==> config.mk <==
export PLATFORM = sky130hd
export DESIGN_NAME = wb_gamepad_poller_flat
export DESIGN_NICKNAME = d
export VERILOG_FILES = /design/src/rtl/wb_gamepad_poller_if.sv /design/src/rtl/wb_gamepad_poller.sv /design/src/flat_wrapper.sv
export SDC_FILE = /design/constraint.sdc
export NUM_CORES = 1
export LEC_CHECK = 0
export BUFFER_PORTS_ARGS = -buffer_cell sky130_fd_sc_hd__buf_4
export CORE_UTILIZATION = 60
export CTS_CLUSTER_SIZE = 16
export DETAILED_ROUTE_END_ITERATION = 8
export PLACE_DENSITY = 0.85
export SYNTH_ARGS = -nofsm -noshare
export SYNTH_HDL_FRONTEND = slang
export SYNTH_SLANG_ARGS = --single-unit
==> constraint.sdc <==
create_clock -name clk -period 5.7 [get_ports clk]
set_input_delay 0.57 -clock clk [delete_from_list [all_inputs] [get_ports clk]]
set_output_delay 0.57 -clock clk [all_outputs]
set_load 0.03 [all_outputs]
==> src/rtl/wb_gamepad_poller_if.sv <==
// Wishbone slave bundle for the gamepad poller.
// Master drives the request, the slave returns registered data/ack.
interface wb_gamepad_poller_if;
  logic        valid;
  logic        we;
  logic [3:0]  adr;
  logic [31:0] wdata;
  logic [31:0] rdata;
  logic        ack;

  modport master (
    output valid, we, adr, wdata,
    input  rdata, ack
  );

  modport slave (
    input  valid, we, adr, wdata,
    output rdata, ack
  );
endinterface

==> src/rtl/wb_gamepad_poller.sv <==
// Autonomous SNES-style gamepad poller with Wishbone register access.
// Shifts up to four pads in parallel and commits button words atomically.
module wb_gamepad_poller #(
  parameter int PLAYERS     = 2,
  parameter int BUTTON_BITS = 12,
  parameter int CLK_DIV     = 4
) (
  input  logic               clk,
  input  logic               reset,
  wb_gamepad_poller_if.slave wb,
  input  logic               frame_tick,
  input  logic [PLAYERS-1:0] pad_data,
  output logic               pad_clk,
  output logic               pad_latch,
  output logic               irq
);
  localparam int CW = $clog2(BUTTON_BITS + 1);
  localparam int DW = $clog2(2 * CLK_DIV + 1);

  typedef enum logic [2:0] {
    S_IDLE, S_LATCH, S_HIGH, S_LOW, S_COMMIT
  } state_t;

  typedef logic [BUTTON_BITS-1:0] word_t;

  state_t state_q, state_d;
  logic [DW-1:0] div_q, div_d;
  logic [CW-1:0] bit_q, bit_d;
  logic pending_q, pending_d;
  logic auto_en_q, auto_en_d;
  logic irq_en_q, irq_en_d;
  logic done_q, done_d;
  logic ack_q, ack_d;
  logic [31:0] rdata_q, rdata_d;
  logic [PLAYERS-1:0] sync1_q, sync2_q;
  word_t shift_q [PLAYERS];
  word_t shift_d [PLAYERS];
  word_t buttons_q [PLAYERS];
  word_t buttons_d [PLAYERS];
  word_t pressed_q [PLAYERS];
  word_t pressed_d [PLAYERS];

  logic acc, wr, trig;
  logic sample, commit, busy;

  assign acc  = wb.valid & ~ack_q;
  assign wr   = acc & wb.we;
  assign trig = (wr && wb.adr == 4'd0 && wb.wdata[1])
              || (frame_tick && auto_en_q);

  // State and register file flops
  always_ff @(posedge clk) begin
    if (reset) begin
      state_q   <= S_IDLE;
      div_q     <= '0;
      bit_q     <= '0;
      pending_q <= 1'b0;
      auto_en_q <= 1'b0;
      irq_en_q  <= 1'b0;
      done_q    <= 1'b0;
      ack_q     <= 1'b0;
      rdata_q   <= '0;
      sync1_q   <= '0;
      sync2_q   <= '0;
      for (int p = 0; p < PLAYERS; p++) begin
        shift_q[p]   <= '0;
        buttons_q[p] <= '0;
        pressed_q[p] <= '0;
      end
    end else begin
      state_q   <= state_d;
      div_q     <= div_d;
      bit_q     <= bit_d;
      pending_q <= pending_d;
      auto_en_q <= auto_en_d;
      irq_en_q  <= irq_en_d;
      done_q    <= done_d;
      ack_q     <= ack_d;
      rdata_q   <= rdata_d;
      sync1_q   <= pad_data;
      sync2_q   <= sync1_q;
      for (int p = 0; p < PLAYERS; p++) begin
        shift_q[p]   <= shift_d[p];
        buttons_q[p] <= buttons_d[p];
        pressed_q[p] <= pressed_d[p];
      end
    end
  end

  // Poll sequencing: phase timer, bit counter, one-deep pending trigger
  always_comb begin
    state_d   = state_q;
    div_d     = div_q + 1'b1;
    bit_d     = bit_q;
    pending_d = pending_q;
    unique case (state_q)
      S_IDLE: begin
        div_d = '0;
        if (trig) begin
          state_d = S_LATCH;
          bit_d   = '0;
        end
      end
      S_LATCH: begin
        if (trig) pending_d = 1'b1;
        if (div_q == DW'(2 * CLK_DIV - 1)) begin
          state_d = S_HIGH;
          div_d   = '0;
        end
      end
      S_HIGH: begin
        if (trig) pending_d = 1'b1;
        if (div_q == DW'(CLK_DIV - 1)) begin
          state_d = S_LOW;
          div_d   = '0;
        end
      end
      S_LOW: begin
        if (trig) pending_d = 1'b1;
        if (div_q == DW'(CLK_DIV - 1)) begin
          div_d   = '0;
          bit_d   = bit_q + 1'b1;
          state_d = (bit_q == CW'(BUTTON_BITS - 1))
                  ? S_COMMIT : S_HIGH;
        end
      end
      S_COMMIT: begin
        div_d     = '0;
        bit_d     = '0;
        pending_d = 1'b0;
        state_d   = (pending_q || trig) ? S_LATCH : S_IDLE;
      end
      default: begin
        state_d = S_IDLE;
        div_d   = '0;
      end
    endcase
  end

  // Pad pins and datapath strobes decoded from the current state
  always_comb begin
    pad_clk   = (state_q != S_LOW);
    pad_latch = (state_q == S_LATCH);
    sample    = (state_q == S_HIGH) && (div_q == DW'(CLK_DIV - 1));
    commit    = (state_q == S_COMMIT);
    busy      = (state_q != S_IDLE);
  end

  // Register writes, shifting and commit; a set beats a same-cycle W1C
  always_comb begin
    auto_en_d = auto_en_q;
    irq_en_d  = irq_en_q;
    done_d    = done_q;
    for (int p = 0; p < PLAYERS; p++) begin
      shift_d[p]   = shift_q[p];
      buttons_d[p] = buttons_q[p];
      pressed_d[p] = pressed_q[p];
    end
    if (wr && wb.adr == 4'd0) begin
      auto_en_d = wb.wdata[0];
      irq_en_d  = wb.wdata[2];
    end
    if (wr && wb.adr == 4'd1 && wb.wdata[0]) done_d = 1'b0;
    for (int p = 0; p < PLAYERS; p++) begin
      if (wr && wb.adr == 4'(8 + p))
        pressed_d[p] = pressed_q[p] & ~wb.wdata[BUTTON_BITS-1:0];
      if (sample) shift_d[p][bit_q] = ~sync2_q[p];
      if (commit) begin
        buttons_d[p] = shift_q[p];
        pressed_d[p] = pressed_d[p] | (shift_q[p] & ~buttons_q[p]);
      end
    end
    if (commit) done_d = 1'b1;
  end

  // Bus response: one-cycle ack, read data captured at request time
  always_comb begin
    ack_d   = acc;
    rdata_d = '0;
    if (acc) begin
      if (wb.adr == 4'd0)
        rdata_d = {27'b0, pending_q, busy, irq_en_q, 1'b0, auto_en_q};
      if (wb.adr == 4'd1)
        rdata_d = {31'b0, done_q};
      for (int p = 0; p < PLAYERS; p++) begin
        if (wb.adr == 4'(4 + p)) rdata_d = 32'(buttons_q[p]);
        if (wb.adr == 4'(8 + p)) rdata_d = 32'(pressed_q[p]);
      end
    end
  end

  assign wb.ack   = ack_q;
  assign wb.rdata = rdata_q;
  assign irq      = done_q & irq_en_q;

endmodule

==> src/flat_wrapper.sv <==
// flat-port wrapper written by rule: the top's interface ports become plain ports
module wb_gamepad_poller_flat 
#(
  parameter int PLAYERS     = 2,
  parameter int BUTTON_BITS = 12,
  parameter int CLK_DIV     = 4
)
  (clk, reset, frame_tick, pad_data, pad_clk, pad_latch, irq, wb_valid, wb_we, wb_adr, wb_wdata, wb_rdata, wb_ack);
  wb_gamepad_poller_if wb_i ();
  input  logic clk;
  input  logic reset;
  input  logic frame_tick;
  input  logic [PLAYERS-1:0] pad_data;
  output logic pad_clk;
  output logic pad_latch;
  output logic irq;
  input wire logic [$bits(wb_i.valid)-1:0] wb_valid;
  input wire logic [$bits(wb_i.we)-1:0] wb_we;
  input wire logic [$bits(wb_i.adr)-1:0] wb_adr;
  input wire logic [$bits(wb_i.wdata)-1:0] wb_wdata;
  output wire logic [$bits(wb_i.rdata)-1:0] wb_rdata;
  output wire logic [$bits(wb_i.ack)-1:0] wb_ack;
  assign wb_i.valid = wb_valid;
  assign wb_i.we = wb_we;
  assign wb_i.adr = wb_adr;
  assign wb_i.wdata = wb_wdata;
  assign wb_rdata = wb_i.rdata;
  assign wb_ack = wb_i.ack;
  wb_gamepad_poller #(.PLAYERS(PLAYERS), .BUTTON_BITS(BUTTON_BITS), .CLK_DIV(CLK_DIV)) u_core (.clk(clk), .reset(reset), .wb(wb_i), .frame_tick(frame_tick), .pad_data(pad_data), .pad_clk(pad_clk), .pad_latch(pad_latch), .irq(irq));
endmodule
Word-level counts from Yosys, hierarchy flattened. Memory sizes are Yosys's and may differ from the RTL's. Index checks and enable logic that the tools add are counted.

Memories kept: 3. RAM bits: 72. Input bits: 43. Word-level logic and storage cells: 127. Register bits: 52.

Memories: u_core.buttons_q (words 2, bits a word 12, rd ports 2, clocked after memory_dff 0, wr ports 2, RTL line wb_gamepad_poller.sv:38) `word_t buttons_q [PLAYERS];`; u_core.pressed_q (words 2, bits a word 12, rd ports 2, clocked after memory_dff 0, wr ports 2, RTL line wb_gamepad_poller.sv:40) `word_t pressed_q [PLAYERS];`; u_core.shift_q (words 2, bits a word 12, rd ports 2, clocked after memory_dff 0, wr ports 2, RTL line wb_gamepad_poller.sv:36) `word_t shift_q [PLAYERS];`.

$add $sub $neg: 2. Order comparisons: 2. Bitwise operators: 22. Mux-type cells: 44. Eq/ne operators: 18. Reduce and logical (&&, ||, !) cells: 24.

Operators with widths (count): $mux 12 (18); $and 12x12->12 (4); $not 12->12 (3); $bwmux 12 (2); $or 12x12->12 (2); $mux 4 (4); $mux 3 (5); $pmux 3 s5 (1); $eq 4x3->1 const B (3); $eq 4x4->1 const B (3); $pmux 4 s3 (1); $mux 5 (2); $ne 2x1->1 const B (5); $logic_and 1x1->1 (9); $add 4x1->4 const B (2); $mux 1 (8); $pmux 4 s2 (1); $reduce_or 7->1 (1); $eq 3x2->1 const B (2); $or 1x1->1 (6); $reduce_bool 3->1 (2); $lt 4x5->1 const B (1); $demux 1 s4 (1); $eq 4x1->1 const B (1); other kinds (17) (25).

Depth between registers and ports, before layout. Gate-level depths: netlist of run 1.

Word-level depth: 9. Gate-level depth with buffers: 8. Mapped depth without buffers: 5.

Worst setup path before layout of run 1. OpenSTA, ideal clock, no wires.

Path type: input to register. Start point: input port reset. End point: register u_core.rdata_q[11] (netlist: u_core.wb.rdata[11]). Stages: 6. Setup time: 0.078 ns. Path slack: 3.690 ns. Arrival time: 1.933 ns. Path through: clkbuf_1 -> or3b_2 -> clkbuf_1 -> or3_1 -> clkbuf_1 -> nor3_1.

Word-level cells in the longest chain between the ends: 1.

RTL lines: start: declaration (RTL line flat_wrapper.sv:11) `input logic reset;`; $reduce_or 2->1 (no source line); end signal: assignment (RTL line wb_gamepad_poller.sv:79) `rdata_q <= rdata_d;`; end: declaration (RTL line wb_gamepad_poller.sv:34) `logic [31:0] rdata_q, rdata_d;`.

Every way passes these cells. A chain may end at the register's enable or synchronous reset.

==> results of run 1 <==
sequential cells by signal, indices dropped and copies added (netlist names):
| name | cells |
|---|---|
| u_core.wb.rdata | 12 |
| u_core.done_q | 1 |
| u_core.auto_en_q | 1 |
| u_core.sync2_q | 2 |
| u_core.buttons_q | 24 |
| u_core.irq_en_q | 1 |
| u_core.sync1_q | 2 |
| u_core.bit_q | 4 |
| u_core.shift_q | 24 |
| u_core.pressed_q | 24 |
| u_core.div_q | 4 |
| u_core.pending_q | 1 |
| u_core.state_q | 3 |
| u_core.wb.ack | 1 |
kinds of logic after synthesis:
| group | Yosys count |
|---|---|
| other | 1 |
| buffers and inverters | 82 |
| muxes | 3 |
| DFF | 104 |
| AOI/OAI and AO/OA | 168 |
| adders and majority gates | 5 |
| and+or+nand+nor | 152 |
| xor gates and xnor gates | 5 |
power breakdown:
part | switching [mW] | total, mW | leakage (nW) | internal, mW
clock | 0.261 | 0.468 | 0.0925 | 0.207
sequential | 0.0137 | 0.747 | 0.839 | 0.734
combinational | 0.0870 | 0.131 | 0.718 | 0.0437
Yosys cell counts, types with 2 or more instances:
cell type and n:
and3_1 2, inv_1 21, nor2_1 9, a311oi_1 25
nor4_4 2, o22ai_1 7, buf_6 4, mux2i_1 2
a211oi_1 8, and2_1 2, nor2b_1 13, nand3_1 8
ha_1 5, or3_1 2, nand2_1 61, nor4_1 3
and3b_1 2, xnor2_1 4, a21oi_1 82, a32oi_1 2
o21ai_0 30, nand3b_1 26, or2_2 2, clkbuf_8 2
clkbuf_1 29, or3b_2 2, buf_2 4, a22oi_1 5
nor3_1 10, dfxtp_1 104, buf_4 21
cell type report:
class | instances | area share
Clock buffer | 9 | 0.0254
Clock inverter | 7 | 0.0162
Inverter | 21 | 0.0162
Multi-Input combinational cell | 353 | 0.427
Sequential cell | 104 | 0.427
Tap cell | 99 | 0.0254
Timing Repair Buffer | 41 | 0.0631
critical path: stages (launching register included):
cell	delay (ns)
dfxtp_1	0.37
ha_1	0.21
or3b_1	0.56
nor4b_4	0.76
a21oi_1	0.15
a311oi_1	0.28
through the flow:
| stage | util | power [mW] |
|---|---|---|
| floorplan | - | 0.870 |
| global placement | 0.641 | 0.890 |
| detailed placement | 0.641 | 0.893 |
| CTS | 0.669 | 1.35 |
| global route | 0.669 | 1.39 |
| finish | 0.669 | 1.35 |
final timing paths:
kind | start | endpoint | slack, ns | cells past startpoint
worst max register to register | u_core.div_q[0]$_SDFF_PP0_ | u_core.shift_q[0][9]$_SDFFE_PP0P_ | 3.26 | 5
worst min-delay path | pad_data[0] | u_core.sync1_q[0]$_SDFF_PP0_ | 0.41 | 2
worst max-delay path | u_core.div_q[0]$_SDFF_PP0_ | u_core.shift_q[0][9]$_SDFFE_PP0P_ | 3.26 | 5
worst min register to register | u_core.sync1_q[1]$_SDFF_PP0_ | u_core.sync2_q[1]$_SDFF_PP0_ | 0.46 | 1
metal layers:
metal	up-vias	global-route usage	routed length [um]
li1	1829	-	-
met1	1791	0.341	4250
met2	147	0.443	4890
met3	19	0.0443	658
met4	0	0.0981	189
met5	-	0	0
==> reports/results.ini, run 1 <==
[synth]
synth-async-reset-ratio = 0
syn_avg_cell_area_um2 = 8.72
synth_top_family_by_area = compound AO/OA/AOI/OAI gates
yosys_register_bits = 104
yosysTopAreaCell = dfxtp_1
syn_area_mm2 = 0.00454
synth-adder-area-share = 0.0138
synth_compound_area_frac = 0.223
yosys_warnings = 0
synthMuxAreaShare = 0.00689
synth_edf_count = 0
synth_simple_gate_area_frac = 0.189
synth_cells = 520
ys_types = 52
synth_xor_area_frac = 0.00965
seq_area_frac_synth = 0.459
synth_area_leaders = dfxtp_1 46%, a21oi_1 9.0%, nand2_1 5.0%
synth_ff_type = dfxtp_1
yosys.area.top_type_share = 0.459

[placed_design]
hpwl_mm = 6.48
dp_cells = 618
portBuffers = 38
gp_routability_congestion = 0.796
place_area_mm2 = 0.00468
pre_cts_ws_ns = 3.21

[cells_and_area]
antenna_cells = 0
stdcell_area_mm2 = 0.00488
nNetsFinal = 578
stdcell_count = 634
num-fill-cells = 592
seq_area_mm2 = 0.00208
multi_input_area_mm2 = 0.00208
syn_to_final_growth_pct = 7.56
final_cell_mix = 104 x dfxtp_1, 82 x a21oi_1, 61 x nand2_1
final_common_cell = dfxtp_1
final_layout_size_suffix_gt1_frac = 0.123

[worst_setup_path]
cp-start-kind = register
cp.required_ns = 5.97
cp_data_arrival_time_ns = 2.70
critPathKind = register to register
setup.worst_path.end_class = register
crit_fanout = 16

[grt]
grt_pass1_vias = 3279
grt_remaining_overflow = 0
track_usage = 0.263
grt_max_degree = 89
antenna_found_initial = 0
grt_pass1_wl_mm = 15.8

[timing]
worst_pin_slew_ns = 0.955
setup_violations = 0
hold_ws_ns = 0.410
max_freq_mhz = 411
period_minus_slack_ns = 2.44
fin_crit_sh = 0.427
fin_ws_ns = 3.26
hold_viol_final = 0
rsz0062_at_grt = false
finalMaxSlewViolations = 0
finClkSkew_ns = 0.0144
tns_ns = 0
relSlewSlack = 0.362

[die]
die_w_um = 89.0
die_area_mm2 = 0.00791
pin_count = 79
initial_core_util = 0.622
rows = 31
die_h_um = 89.0
core_mm2 = 0.00729

[clock_network]
clock_path_buffers = 2
clkLatencyLatePin_ns = 0.38
ctsRootBufferMaster = clkbuf_8
cts.sinks = 104
ctsResizeCount = 0
post_cts_buffers = 0
htree_levels = 3
clk_pin_slew_ns = 0.10
tritoncts = built
cts_buffers = 9
postCtsHoldBufs = 0

[route]
first_pass_iters = 4
num_vias = 3786
viasPerCell = 5.97
ant_nets = 0
drt-initial-drc-count = 277
wl_per_cell_um = 15.8
finalWirelength_mm = 9.99
drc = 0

[pwr]
leakagePower_nw = 1.65
peakVddDrop_mv = 0.171
p_per_area_mw_per_mm2 = 276

[job]
maxCapViolCount = 0

[status]
status = complete, no violations

[hold_path]
hold_class = input port to register

Power figures use the tool's default switching activity.
==> run 2, diff against run 1 <==
CORE_UTILIZATION = 50   (was 60)
PLACE_DENSITY = 0.75   (was 0.85)
clock period = 2.2 ns   (was 5.7 ns; I/O delays follow)
==> reports/results.ini, run 2 (synthesis gave the netlist of run 1 again) <==
[timing]
setup_violations = 0
hold_viol_final = 0
worst_pin_slew_ns = 0.871
tns_ns = 0
relSlewSlack = 0.419
finalMaxSlewViolations = 0
period_minus_slack_ns = 2.05
fin_crit_sh = 0.930
max_freq_mhz = 489
rsz0062_at_grt = false
finClkSkew_ns = 0.0141

[route]
num_vias = 3794
first_pass_iters = 4
drc = 0
finalWirelength_mm = 10.3
viasPerCell = 5.79
wl_per_cell_um = 15.7
drt-initial-drc-count = 208
ant_nets = 0

[worst_setup_path]
crit_fanout = 16
cp_data_arrival_time_ns = 2.31
cp-start-kind = register
path_delay_family = simple AND/OR/NAND/NOR gates
path_cells = ha_1, or3b_1, nor4b_4, buf_12, a21oi_1, a311oi_1
critPathKind = register to register
critPathMaxStageDelay_ns = 0.51
r2r_setup_slack_ns = 0.15
reg2reg_from = u_core.div_q[0]$_SDFF_PP0_
reg2reg_to = u_core.shift_q[0][9]$_SDFFE_PP0P_
rr_worst_depth = 6
cpMaxStageDelayCell = or3b_1
cp.required_ns = 2.46
setup.worst_path.end_class = register
cp.buffers_inverters = 1

[hold_path]
hp-start = pad_data[1]
min_to = u_core.sync1_q[1]$_SDFF_PP0_
min_path_cells = 2
hold_class = input port to register

[die]
core_mm2 = 0.00876
die_w_um = 97.3
rows = 34
initial_core_util = 0.518
pin_count = 79
die_h_um = 97.3
die_area_mm2 = 0.00946

[clock_network]
clk_pin_slew_ns = 0.09
postCtsHoldBufs = 0
tritoncts = built
ctsResizeCount = 0
htree_levels = 3
cts_buffers = 9
clkLatencyLatePin_ns = 0.36
clock_path_buffers = 2
post_cts_buffers = 0
ctsRootBufferMaster = clkbuf_8
cts.sinks = 104

[cells_and_area]
final_layout_size_suffix_gt1_frac = 0.139
nNetsFinal = 590
final_common_cell = dfxtp_1
syn_to_final_growth_pct = 10.8
largestRegisters = u_core.buttons_q x24, u_core.pressed_q x24, u_core.shift_q x24
antenna_cells = 0
stdcell_count = 655
final_cell_mix = 104 x dfxtp_1, 82 x a21oi_1, 61 x nand2_1

[placed_design]
portBuffers = 38
gp_routability_congestion = 0.807
hpwl_mm = 6.68
dp_cells = 639

[grt]
grt_pass1_vias = 3375
grt_pass1_wl_mm = 16.8
grt_max_degree = 88
antenna_found_initial = 0
track_usage = 0.218
grt_remaining_overflow = 0

[status]
status = complete, no violations

[job]
maxCapViolCount = 0

[pwr]
leakagePower_nw = 1.73
peakVddDrop_mv = 0.320
p_per_area_mw_per_mm2 = 709

==> run 2: area by class of cell <==
class                      count  area (um^2)
clock buffer                  11          131
multi-input combinational    353         2080
inverter                      21         78.8
clock inverter                 5         81.3
tap                          108          135
timing repair buffer          53          435
fill                         756         3730
sequential                   104         2080
==> run 2: how the worst max path moves through the flow <==
| stage | cells past startpoint | from | slack (ns) | end |
|---|---|---|---|---|
| final | 6 | u_core.div_q[0]$_SDFF_PP0_ | 0.15 | u_core.shift_q[0][9]$_SDFFE_PP0P_ |
| after global routing | 6 | u_core.div_q[0]$_SDFF_PP0_ | 0.02 | u_core.shift_q[0][10]$_SDFFE_PP0P_ |
| after CTS | 6 | u_core.div_q[0]$_SDFF_PP0_ | 0.14 | u_core.shift_q[0][22]$_SDFFE_PP0P_ |
| after detailed placement | 6 | u_core.div_q[0]$_SDFF_PP0_ | 0.17 | u_core.shift_q[0][10]$_SDFFE_PP0P_ |
| after global placement | 6 | u_core.div_q[0]$_SDFF_PP0_ | 0.23 | u_core.shift_q[0][10]$_SDFFE_PP0P_ |
| after floorplan | 7 | u_core.div_q[0]$_SDFF_PP0_ | 0.28 | u_core.shift_q[0][21]$_SDFFE_PP0P_ |
==> run 2: power breakdown <==
| part | switching [mW] | leakage [nW] | internal (mW) |
|---|---|---|---|
| Combinational | 0.228 | 0.787 | 0.117 |
| Clock | 0.641 | 0.104 | 0.643 |
| Sequential | 0.0346 | 0.839 | 1.90 |
| Total | 0.903 | 1.73 | 2.66 |
==> run 2: metal layers <==
metal	GRT usage	vias to the layer above	part of all wire
met1	0.288	1813	0.44
met5	0	-	0
met2	0.352	118	0.48
met3	0.0446	16	0.060
li1	-	1847	-
met4	0.0803	0	0.017
==> run 2: per-stage QoR <==
stage               power, mW  worst slack [ns]  utilization  hold WS [ns]  area (um^2)
detailed placement       2.32             0.174        0.550         0.429         4820
finish                   3.56             0.155        0.574        0.0703         5030
global route             3.68            0.0233        0.574        0.0614         5030
global placement         2.31             0.227        0.550         0.426         4820
floorplan                2.25             0.280            -         0.348         4610
CTS                      3.57             0.135        0.574        0.0596         5030
==> run 2: worst reg2reg max path: stages, from the launching register on <==
cell and delay, ns:
dfxtp_1 0.37, ha_1 0.20, or3b_1 0.51, nor4b_4 0.37, buf_12 0.18, a21oi_1 0.07, a311oi_1 0.25
==> run 3, diff against run 2 <==
--- a/config.mk
+++ b/config.mk
@@ -7,4 +7,5 @@
 export LEC_CHECK = 0
 export BUFFER_PORTS_ARGS = -buffer_cell sky130_fd_sc_hd__buf_4
+export CAP_MARGIN = 20
 export CORE_UTILIZATION = 50
 export CTS_CLUSTER_SIZE = 16
==> constraint.sdc (replaced) <==
create_clock -name clk -period 2.2 [get_ports clk]
set_input_delay 0.11 -clock clk [delete_from_list [all_inputs] [get_ports clk]]
set_output_delay 0.11 -clock clk [all_outputs]
set_load 0.03 [all_outputs]
==> reports/results.ini, run 3 (synthesis gave the netlist of run 1 again) <==
[worst_setup_path]
critPathKind = register to register
crit_fanout = 16
path_delay_family = simple AND/OR/NAND/NOR gates
setup.worst_path.end_class = register
cp.required_ns = 2.46
cp.buffers_inverters = 1
cpMaxStageDelayCell = or3b_4
critPathMaxStageDelay_ns = 0.47
cp_data_arrival_time_ns = 2.28
path_cells = ha_1, or3b_4, nor4b_4, buf_4, a21oi_1, a311oi_1
cp-start-kind = register

[route]
wl_met3_um = 441
num_vias = 3775
viasPerCell = 5.77
wl_per_cell_um = 15.6
dr_wl_met2_mm = 4.98
drc = 0
first_pass_iters = 4
met1_length_mm = 4.62
finalWirelength_mm = 10.2
drt-initial-drc-count = 199
top_layer = met4
ant_nets = 0

[placed_design]
dp_cells = 636
portBuffers = 38
gp_routability_congestion = 0.798
hpwl_mm = 6.52
pre_cts_ws_ns = 0.101
place_area_mm2 = 0.00477

[cells_and_area]
stdcell_area_mm2 = 0.00504
final_cell_mix = 104 x dfxtp_1, 82 x a21oi_1, 61 x nand2_1
syn_to_final_growth_pct = 11.1
stdcell_count = 654
final_layout_size_suffix_gt1_frac = 0.139
final_common_cell = dfxtp_1
num-fill-cells = 782
final_util = 0.575
antenna_cells = 0
nNetsFinal = 589
largestRegisters = u_core.buttons_q x24, u_core.pressed_q x24, u_core.shift_q x24

[timing]
max_freq_mhz = 497
finalMaxSlewViolations = 0
rsz0062_at_grt = false
relSlewSlack = 0.406
worst_pin_slew_ns = 0.891
setup_violations = 0
hold_viol_final = 0
fin_ws_ns = 0.189
tns_ns = 0
period_minus_slack_ns = 2.01
fin_crit_sh = 0.914
finClkSkew_ns = 0.0125

[grt]
grt_max_degree = 88
track_usage = 0.217
grt_pass1_vias = 3460
grt_pass1_wl_mm = 16.6
antenna_found_initial = 0
grt_remaining_overflow = 0

[clock_network]
cts_buffers = 9
clkLatencyLatePin_ns = 0.36
tritoncts = built
cts.sinks = 104
post_cts_buffers = 0
htree_levels = 3
clock_path_buffers = 2
clk_pin_slew_ns = 0.10
ctsRootBufferMaster = clkbuf_8

[die]
initial_core_util = 0.518
die_h_um = 97.3
core_mm2 = 0.00876
rows = 34
die_area_mm2 = 0.00946
pin_count = 79
die_w_um = 97.3

[pwr]
peakVddDrop_mv = 0.404
leakagePower_nw = 1.74
p_per_area_mw_per_mm2 = 738

[hold_path]
hold_class = input port to register

[job]
maxCapViolCount = 0

[status]
status = complete, no violations

## run 3: cell types whose count changed in the layout (fill, tap and decap cells not counted), moves of 2 or more
cell,previous run,this run
dlygate4sd3_1,0,2
inv_6,0,3
clkbuf_1,2,0
buf_12,3,1
## run 3: layout make-up
cell class | count | area [um^2] | share of cell area
Clock inverter | 7 | 124 | 0.0246
Inverter | 21 | 78.8 | 0.0156
Timing Repair Buffer | 52 | 408 | 0.0810
Clock buffer | 9 | 124 | 0.0246
Tap cell | 108 | 135 | 0.0268
Sequential cell | 104 | 2080 | 0.413
Multi-Input combinational cell | 353 | 2090 | 0.414
## run 3: final timing paths
path | cells past startpoint | slack, ns | endpoint | from
worst max-delay path | 6 | 0.19 | u_core.shift_q[0][20]$_SDFFE_PP0P_ | u_core.div_q[0]$_SDFF_PP0_
worst min-delay path | 3 | 0.02 | u_core.irq_en_q$_SDFFE_PP0N_ | wb_wdata[2]
worst max register to register | 6 | 0.19 | u_core.shift_q[0][20]$_SDFFE_PP0P_ | u_core.div_q[0]$_SDFF_PP0_
worst min register to register | 1 | 0.44 | u_core.sync2_q[0]$_SDFF_PP0_ | u_core.sync1_q[0]$_SDFF_PP0_
## run 3: metrics by stage
stage,hold slack (ns),power (mW)
final,0.0152,3.72
after global routing,0.0244,3.84
after CTS,0.00973,3.73
after detailed placement,0.335,2.32
after global placement,0.332,2.31
after floorplan,0.238,2.25
## run 3: where the power goes
group	total, mW	switching [mW]	internal (mW)
logic	0.350	0.232	0.118
clock network	1.43	0.663	0.768
registers	1.94	0.0353	1.90
total	3.72	0.930	2.79
## run 3: repair_timing
| item | CTS | global route |
|---|---|---|
| hold endpoints to repair | 2 | 0 |
| setup endpoints to repair | 0 | 19 |
| gates resized for setup | 0 | 1 |
| hold buffers | 2 | 0 |
## run 3: worst min-delay path, delay by kind of cell
family	cells	cell delay [ns]
compound gates	1	0.05
simple gates	1	0.06
buf+inv	1	0.12
## run 3: routing by layer
metal / vias up / GRT usage
met2: 103 / 0.361
li1: 1854 / -
met4: 0 / 0.0803
met1: 1801 / 0.286
met5: - / 0
met3: 17 / 0.0309
